## src/rtl/lsu_wb_stage.sv

```systemverilog
// lsu_wb_stage: memory-access and writeback stage.
//
// This stage takes results from EX and does one of two things with each one:
//   - For a non-memory op, it writes the ALU result back to the register bank.
//   - For a load or store, it runs an access on the data-memory bus. Load data
//     is lane-aligned and extended before it is written back.
// While a memory access is open, the stage holds EX off with stall_o.
//
// Ports
//   clk, rst_n              clock; synchronous active-low reset
//   valid_i .. write_en_i   instruction presented by EX
//   stall_o                 stage busy; EX must hold its instruction
//   misaligned_o            one-cycle pulse when a misaligned access is dropped
//   data_req_o .. data_wdata_o  data-memory request (word address, byte enables)
//   data_gnt_i, data_rvalid_i, data_rdata_i  data-memory grant / response
//   waddr_wb_o, wdata_wb_o, write_en_o       register-bank write port
//   state_dbg               current FSM state (0 idle, 1 req, 2 resp)
//
// Handshakes
//   EX -> stage:  an instruction transfers on a rising edge where valid_i is
//                 high and stall_o is low. EX holds its data while stall_o is high.
//   stage -> mem: a request transfers on a rising edge where data_req_o and
//                 data_gnt_i are both high. Until then, all request fields stay
//                 stable. Load data is taken on the first edge with
//                 data_rvalid_i high after the grant. An rvalid at any other
//                 time is ignored.
module lsu_wb_stage #(
  parameter int WORD_WIDTH = 32,
  parameter int ADDR_WIDTH = 5
) (
  input  logic                  clk,
  input  logic                  rst_n,
  input  logic                  valid_i,
  input  logic [WORD_WIDTH-1:0] alu_result_i,
  input  logic [WORD_WIDTH-1:0] store_data_i,
  input  logic                  load_i,
  input  logic                  store_i,
  input  logic [2:0]            load_type_i,
  input  logic [1:0]            store_type_i,
  input  logic [ADDR_WIDTH-1:0] rd_addr_i,
  input  logic                  write_en_i,
  output logic                  stall_o,
  output logic                  misaligned_o,
  output logic                  data_req_o,
  output logic                  data_we_o,
  output logic [3:0]            data_be_o,
  output logic [WORD_WIDTH-1:0] data_addr_o,
  output logic [WORD_WIDTH-1:0] data_wdata_o,
  input  logic                  data_gnt_i,
  input  logic                  data_rvalid_i,
  input  logic [WORD_WIDTH-1:0] data_rdata_i,
  output logic [ADDR_WIDTH-1:0] waddr_wb_o,
  output logic [WORD_WIDTH-1:0] wdata_wb_o,
  output logic                  write_en_o,
  output logic [1:0]            state_dbg
);

  localparam logic [1:0] S_IDLE = 2'd0;
  localparam logic [1:0] S_REQ  = 2'd1;
  localparam logic [1:0] S_RESP = 2'd2;

  logic [1:0]            state;
  logic                  lat_load;
  logic [2:0]            lat_type;
  logic [1:0]            lat_off;
  logic [ADDR_WIDTH-1:0] lat_rd;
  logic                  lat_wen;

  logic                  accept;
  logic                  is_load;
  logic                  is_store;
  logic                  misaligned;
  logic [3:0]            store_be;
  logic [WORD_WIDTH-1:0] store_wdata;
  logic [WORD_WIDTH-1:0] lane;
  logic [WORD_WIDTH-1:0] load_ext;

  assign stall_o    = (state != S_IDLE);
  assign data_req_o = (state == S_REQ);
  assign state_dbg  = state;
  assign accept     = valid_i && (state == S_IDLE);

  // When load and store are both asserted, the instruction is treated as a load.
  assign is_load  = load_i;
  assign is_store = store_i && !load_i;

  // Alignment check. Any load type that is not byte or halfword is treated
  // as LW, so it also needs a word-aligned address.
  always_comb begin
    misaligned = 1'b0;
    if (is_load) begin
      case (load_type_i)
        3'b000, 3'b100: misaligned = 1'b0;
        3'b001, 3'b101: misaligned = alu_result_i[0];
        default:        misaligned = |alu_result_i[1:0];
      endcase
    end else if (is_store) begin
      case (store_type_i)
        2'b00:   misaligned = 1'b0;
        2'b01:   misaligned = alu_result_i[0];
        default: misaligned = |alu_result_i[1:0];
      endcase
    end
  end

  // Store data is copied across all lanes, so memory can pick the right lane
  // using only the byte enables.
  always_comb begin
    store_be    = 4'b1111;
    store_wdata = store_data_i;
    case (store_type_i)
      2'b00: begin
        store_be    = 4'b0001 << alu_result_i[1:0];
        store_wdata = {4{store_data_i[7:0]}};
      end
      2'b01: begin
        store_be    = 4'b0011 << {alu_result_i[1], 1'b0};
        store_wdata = {2{store_data_i[15:0]}};
      end
      default: begin
        store_be    = 4'b1111;
        store_wdata = store_data_i;
      end
    endcase
  end

  // Shift the addressed byte or halfword down to bit 0, then extend it.
  assign lane = data_rdata_i >> {lat_off, 3'b000};

  always_comb begin
    load_ext = lane;
    case (lat_type)
      3'b000:  load_ext = {{24{lane[7]}}, lane[7:0]};
      3'b100:  load_ext = {24'd0, lane[7:0]};
      3'b001:  load_ext = {{16{lane[15]}}, lane[15:0]};
      3'b101:  load_ext = {16'd0, lane[15:0]};
      default: load_ext = lane;
    endcase
  end

  always_ff @(posedge clk) begin
    if (!rst_n) begin
      state        <= S_IDLE;
      lat_load     <= 1'b0;
      lat_type     <= 3'd0;
      lat_off      <= 2'd0;
      lat_rd       <= '0;
      lat_wen      <= 1'b0;
      misaligned_o <= 1'b0;
      data_we_o    <= 1'b0;
      data_be_o    <= 4'd0;
      data_addr_o  <= '0;
      data_wdata_o <= '0;
      waddr_wb_o   <= '0;
      wdata_wb_o   <= '0;
      write_en_o   <= 1'b0;
    end else begin
      write_en_o   <= 1'b0;
      misaligned_o <= 1'b0;
      case (state)
        S_IDLE: begin
          if (accept) begin
            if (!is_load && !is_store) begin
              waddr_wb_o <= rd_addr_i;
              wdata_wb_o <= alu_result_i;
              write_en_o <= write_en_i && (rd_addr_i != '0);
            end else if (misaligned) begin
              misaligned_o <= 1'b1;
            end else begin
              lat_load     <= is_load;
              lat_type     <= load_type_i;
              lat_off      <= alu_result_i[1:0];
              lat_rd       <= rd_addr_i;
              lat_wen      <= write_en_i;
              data_we_o    <= is_store;
              data_be_o    <= is_store ? store_be : 4'b1111;
              data_addr_o  <= {alu_result_i[WORD_WIDTH-1:2], 2'b00};
              data_wdata_o <= is_store ? store_wdata : '0;
              state        <= S_REQ;
            end
          end
        end
        S_REQ: begin
          if (data_gnt_i) begin
            state <= lat_load ? S_RESP : S_IDLE;
          end
        end
        S_RESP: begin
          if (data_rvalid_i) begin
            waddr_wb_o <= lat_rd;
            wdata_wb_o <= load_ext;
            write_en_o <= lat_wen && (lat_rd != '0);
            state      <= S_IDLE;
          end
        end
        default: state <= S_IDLE;
      endcase
    end
  end

endmodule

```

## config.mk

```make
export PLATFORM = sky130hd
export DESIGN_NAME = lsu_wb_stage
export DESIGN_NICKNAME = d
export VERILOG_FILES = /design/src/rtl/lsu_wb_stage.sv
export SDC_FILE = /design/constraint.sdc
export NUM_CORES = 1
export LEC_CHECK = 0
export ABC_AREA = 1
export CAP_MARGIN = 20
export CELL_PAD_IN_SITES_DETAIL_PLACEMENT = 1
export CELL_PAD_IN_SITES_GLOBAL_PLACEMENT = 1
export CORE_MARGIN = 1.5
export CORE_UTILIZATION = 28
export DETAILED_ROUTE_END_ITERATION = 10
export PLACE_DENSITY_LB_ADDON = 0.1
export SYNTH_ARGS = -nofsm -noshare
export SYNTH_HDL_FRONTEND = slang
export SYNTH_SLANG_ARGS = --single-unit
```

## constraint.sdc

```tcl
create_clock -name clk -period 1.2 [get_ports clk]
set_input_delay 0.18 -clock clk [delete_from_list [all_inputs] [get_ports clk]]
set_output_delay 0.18 -clock clk [all_outputs]
set_load 0.005 [all_outputs]
```

==> out/results.txt <==
vias in the first global route: 8097
Die Width: 155 um
#FFs+latches synth: 120
DP Cell Count: 1572
post-route cell area: 0.0111 mm2
Final HPWL DP: 20800 um
DR iter-0 viols: 329
initial core utilization: 0.286
final WL: 29200 um
Max Fclk: 0.656 GHz
Crit Path Category: reg -> reg
EDFF count, synth: 0
via count: 7953
area grow syn2layout: 71.1%
Cells after Synth: 1026
gr ovfl total: 0
Clock Latency Late Sink: 0.43 ns
first-pass GRT wire length: 44500 um
hold buffer count at cts: 0
Rows: 55
post-route DRC violation count: 0
max_cap viols: 0
period utilization: 1.27
layout cells sized above 1: 0.315
total global-route track usage: 0.239
Fin. Hold Viols: 0
Placement Cell Area: 0.00981 mm2
via density per instance: 4.87
CTS root buf: clkbuf_16
Layout fillers: 2824
CTS Sinks: 120
H-tree levels: 4
Die ar.: 0.0241 mm2
final-report max-slew violation count: 0
post-route antenna net violation count: 0
RSZ-0062 raised after global routing: true
area of the core: 0.0226 mm2
Min Clock Period, post-route: 1.52 ns
CTS Buf Count: 17
async set or reset register ratio after synthesis: 0
Avg Cell Area, Syn: 6.31 um2
fin nets: 1450
HP Class: in -> reg
Pre-antenna DRT Iters: 4
largest net degree at the start of global routing: 48
CP Max Fanout: 6
PD cells: 1310 mW/mm2
Final Non-Filler Cells: 1634
I/O pin count: 226
I/O Buffers: 223
critical path endpoint category: register
TritonCTS clock tree: yes
Diodes inserted: 0
final setup vio count: 124
Die Height: 155 um
Synth warnings: 0
Max Buffers Root-to-Sink: 2
worst setup margin: -0.324 ns
leak pwr: 4.97 nW
sequential share of the synthesized area: 0.371
Post-synth top flop: dfxtp_1
Worst Path Required: 1.53 ns
Cell Area, Synth: 0.00648 mm2
CP arrival: 1.85 ns
outcome: finished with violations
failing checks: negative setup slack
Worst-path clk slew: 0.07 ns
crit start category: register
post-synth cell types: 24
DR WL/cell: 17.9 um
Max VDD drop: 0.000842 V
global placer's final weighted congestion: 0.934
initial antenna violation count: 0
clk_skew: 0.0131 ns
==> synth_stat cells (5+ instances only) <==
cell | n | share of area
dfxtp_1 | 120 | 0.37
nor3_1 | 5 | 0.0039
nand2_1 | 316 | 0.18
nand4_1 | 68 | 0.066
o21ai_0 | 34 | 0.026
or2_2 | 24 | 0.023
clkbuf_1 | 27 | 0.016
inv_2 | 5 | 0.0029
inv_1 | 76 | 0.044
nor2_1 | 116 | 0.067
buf_6 | 8 | 0.014
buf_2 | 25 | 0.019
nand3_1 | 63 | 0.049
buf_1 | 8 | 0.0046
a21oi_1 | 108 | 0.083
buf_4 | 11 | 0.013
==> cells in the final DEF, fill, tap and decap left out, drive strengths merged <==
| master | netlist | final |
|---|---|---|
| bufinv | 0 | 2 |
| conb | 1 | 2 |
| dfxtp | 120 | 120 |
| clkinv | 0 | 1 |
| clkdlybuf4s15 | 0 | 71 |
| o22ai | 2 | 2 |
| o21ai | 35 | 35 |
| or2 | 24 | 24 |
| nand2 | 320 | 320 |
| clkinvlp | 0 | 5 |
| nand4 | 68 | 68 |
| inv | 81 | 89 |
| clkbuf | 27 | 49 |
| nor2 | 118 | 118 |
| nand3 | 65 | 65 |
| nor3 | 5 | 5 |
| buf | 52 | 151 |
| dlygate4sd2 | 0 | 4 |
| clkdlybuf4s50 | 0 | 110 |
| a21oi | 108 | 108 |
==> layer usage <==
metal	vias up	global-route usage	part of all wire
li1	3944	-	-
met2	206	0.409	0.49
met4	0	0.0618	0.015
met1	3769	0.305	0.45
met5	-	0	0
met3	34	0.0479	0.052
==> cells by family after synthesis <==
family,count (synthesis),synth area share
flip-flops,120,0.371
buffers and inverters,160,0.113
other,1,0.000579
AND/OR/NAND/NOR,600,0.402
AO/OA/AOI/OAI,145,0.113
==> critical path, stage by stage, from the launching register on <==
cell and delay [ns]:
dfxtp_4 0.38, buf_6 0.11, buf_6 0.10, nand2_8 0.06, o21ai_4 0.15, inv_2 0.08
nand2_8 0.11, clkinv_8 0.10, clkbuf_16 0.17, o21ai_2 0.10, nor2_1 0.06
==> per-stage QoR <==
step	hold WS (ns)	utilization	setup slack (ns)	setup TNS (ns)	total power [mW]
floorplan	0.315	-	-0.0850	-3.65	6.44
global placement	0.448	0.433	-0.805	-73.15	8.50
detailed placement	0.454	0.433	-0.873	-79.44	8.54
CTS	0.0560	0.475	-0.296	-30.13	14.2
global route	0.0796	0.489	-0.388	-40.78	15.2
finish	0.0711	0.489	-0.324	-30.91	14.5
==> power by group <==
part	internal, mW	total [mW]	switching [mW]	leakage, nW
sequential	4.36	4.58	0.215	1.02
clock	3.15	5.45	2.30	0.290
combinational	2.20	4.49	2.29	3.67
total	9.72	14.5	4.80	4.97
==> flip-flops by register name, indices dropped and copies added (netlist names), 2 cells and up <==
name / flops
data_addr_o: 30
data_be_o: 4
data_wdata_o: 32
lat_off: 2
lat_rd: 5
lat_type: 3
state_dbg: 2
waddr_wb_o: 5
wdata_wb_o: 32
==> timing repair <==
action                                  CTS  global route
pin swaps                                 6            17
setup buffers                            11            13
endpoints found under the setup margin  230           178
resized for setup                       337           135
gates cloned                              2             6
==> final cells by class <==
| class | count | area, um2 | share of cell area |
|---|---|---|---|
| repair buffers | 368 | 3600 | 0.325 |
| clock buffers | 17 | 425 | 0.0384 |
| repair inverters | 1 | 5.00 | 0.000452 |
| multi-input cells | 747 | 3680 | 0.332 |
| clock inverters | 15 | 180 | 0.0163 |
| flip-flops and latches | 120 | 2510 | 0.226 |
| inverters | 81 | 325 | 0.0294 |
| well taps | 285 | 357 | 0.0322 |
==> final timing paths <==
check / start / end / slack, ns / cells after the start
worst max-delay path: state_dbg[1] / wdata_wb_o[3] / -0.32 / 10
worst min-delay path: rst_n / misaligned_o / 0.07 / 3
worst max register to register: state_dbg[1] / wdata_wb_o[3] / -0.32 / 10
worst min register to register: data_wdata_o[29] / data_wdata_o[29] / 0.46 / 2
Note: power is estimated with default switching activity, not from simulation.
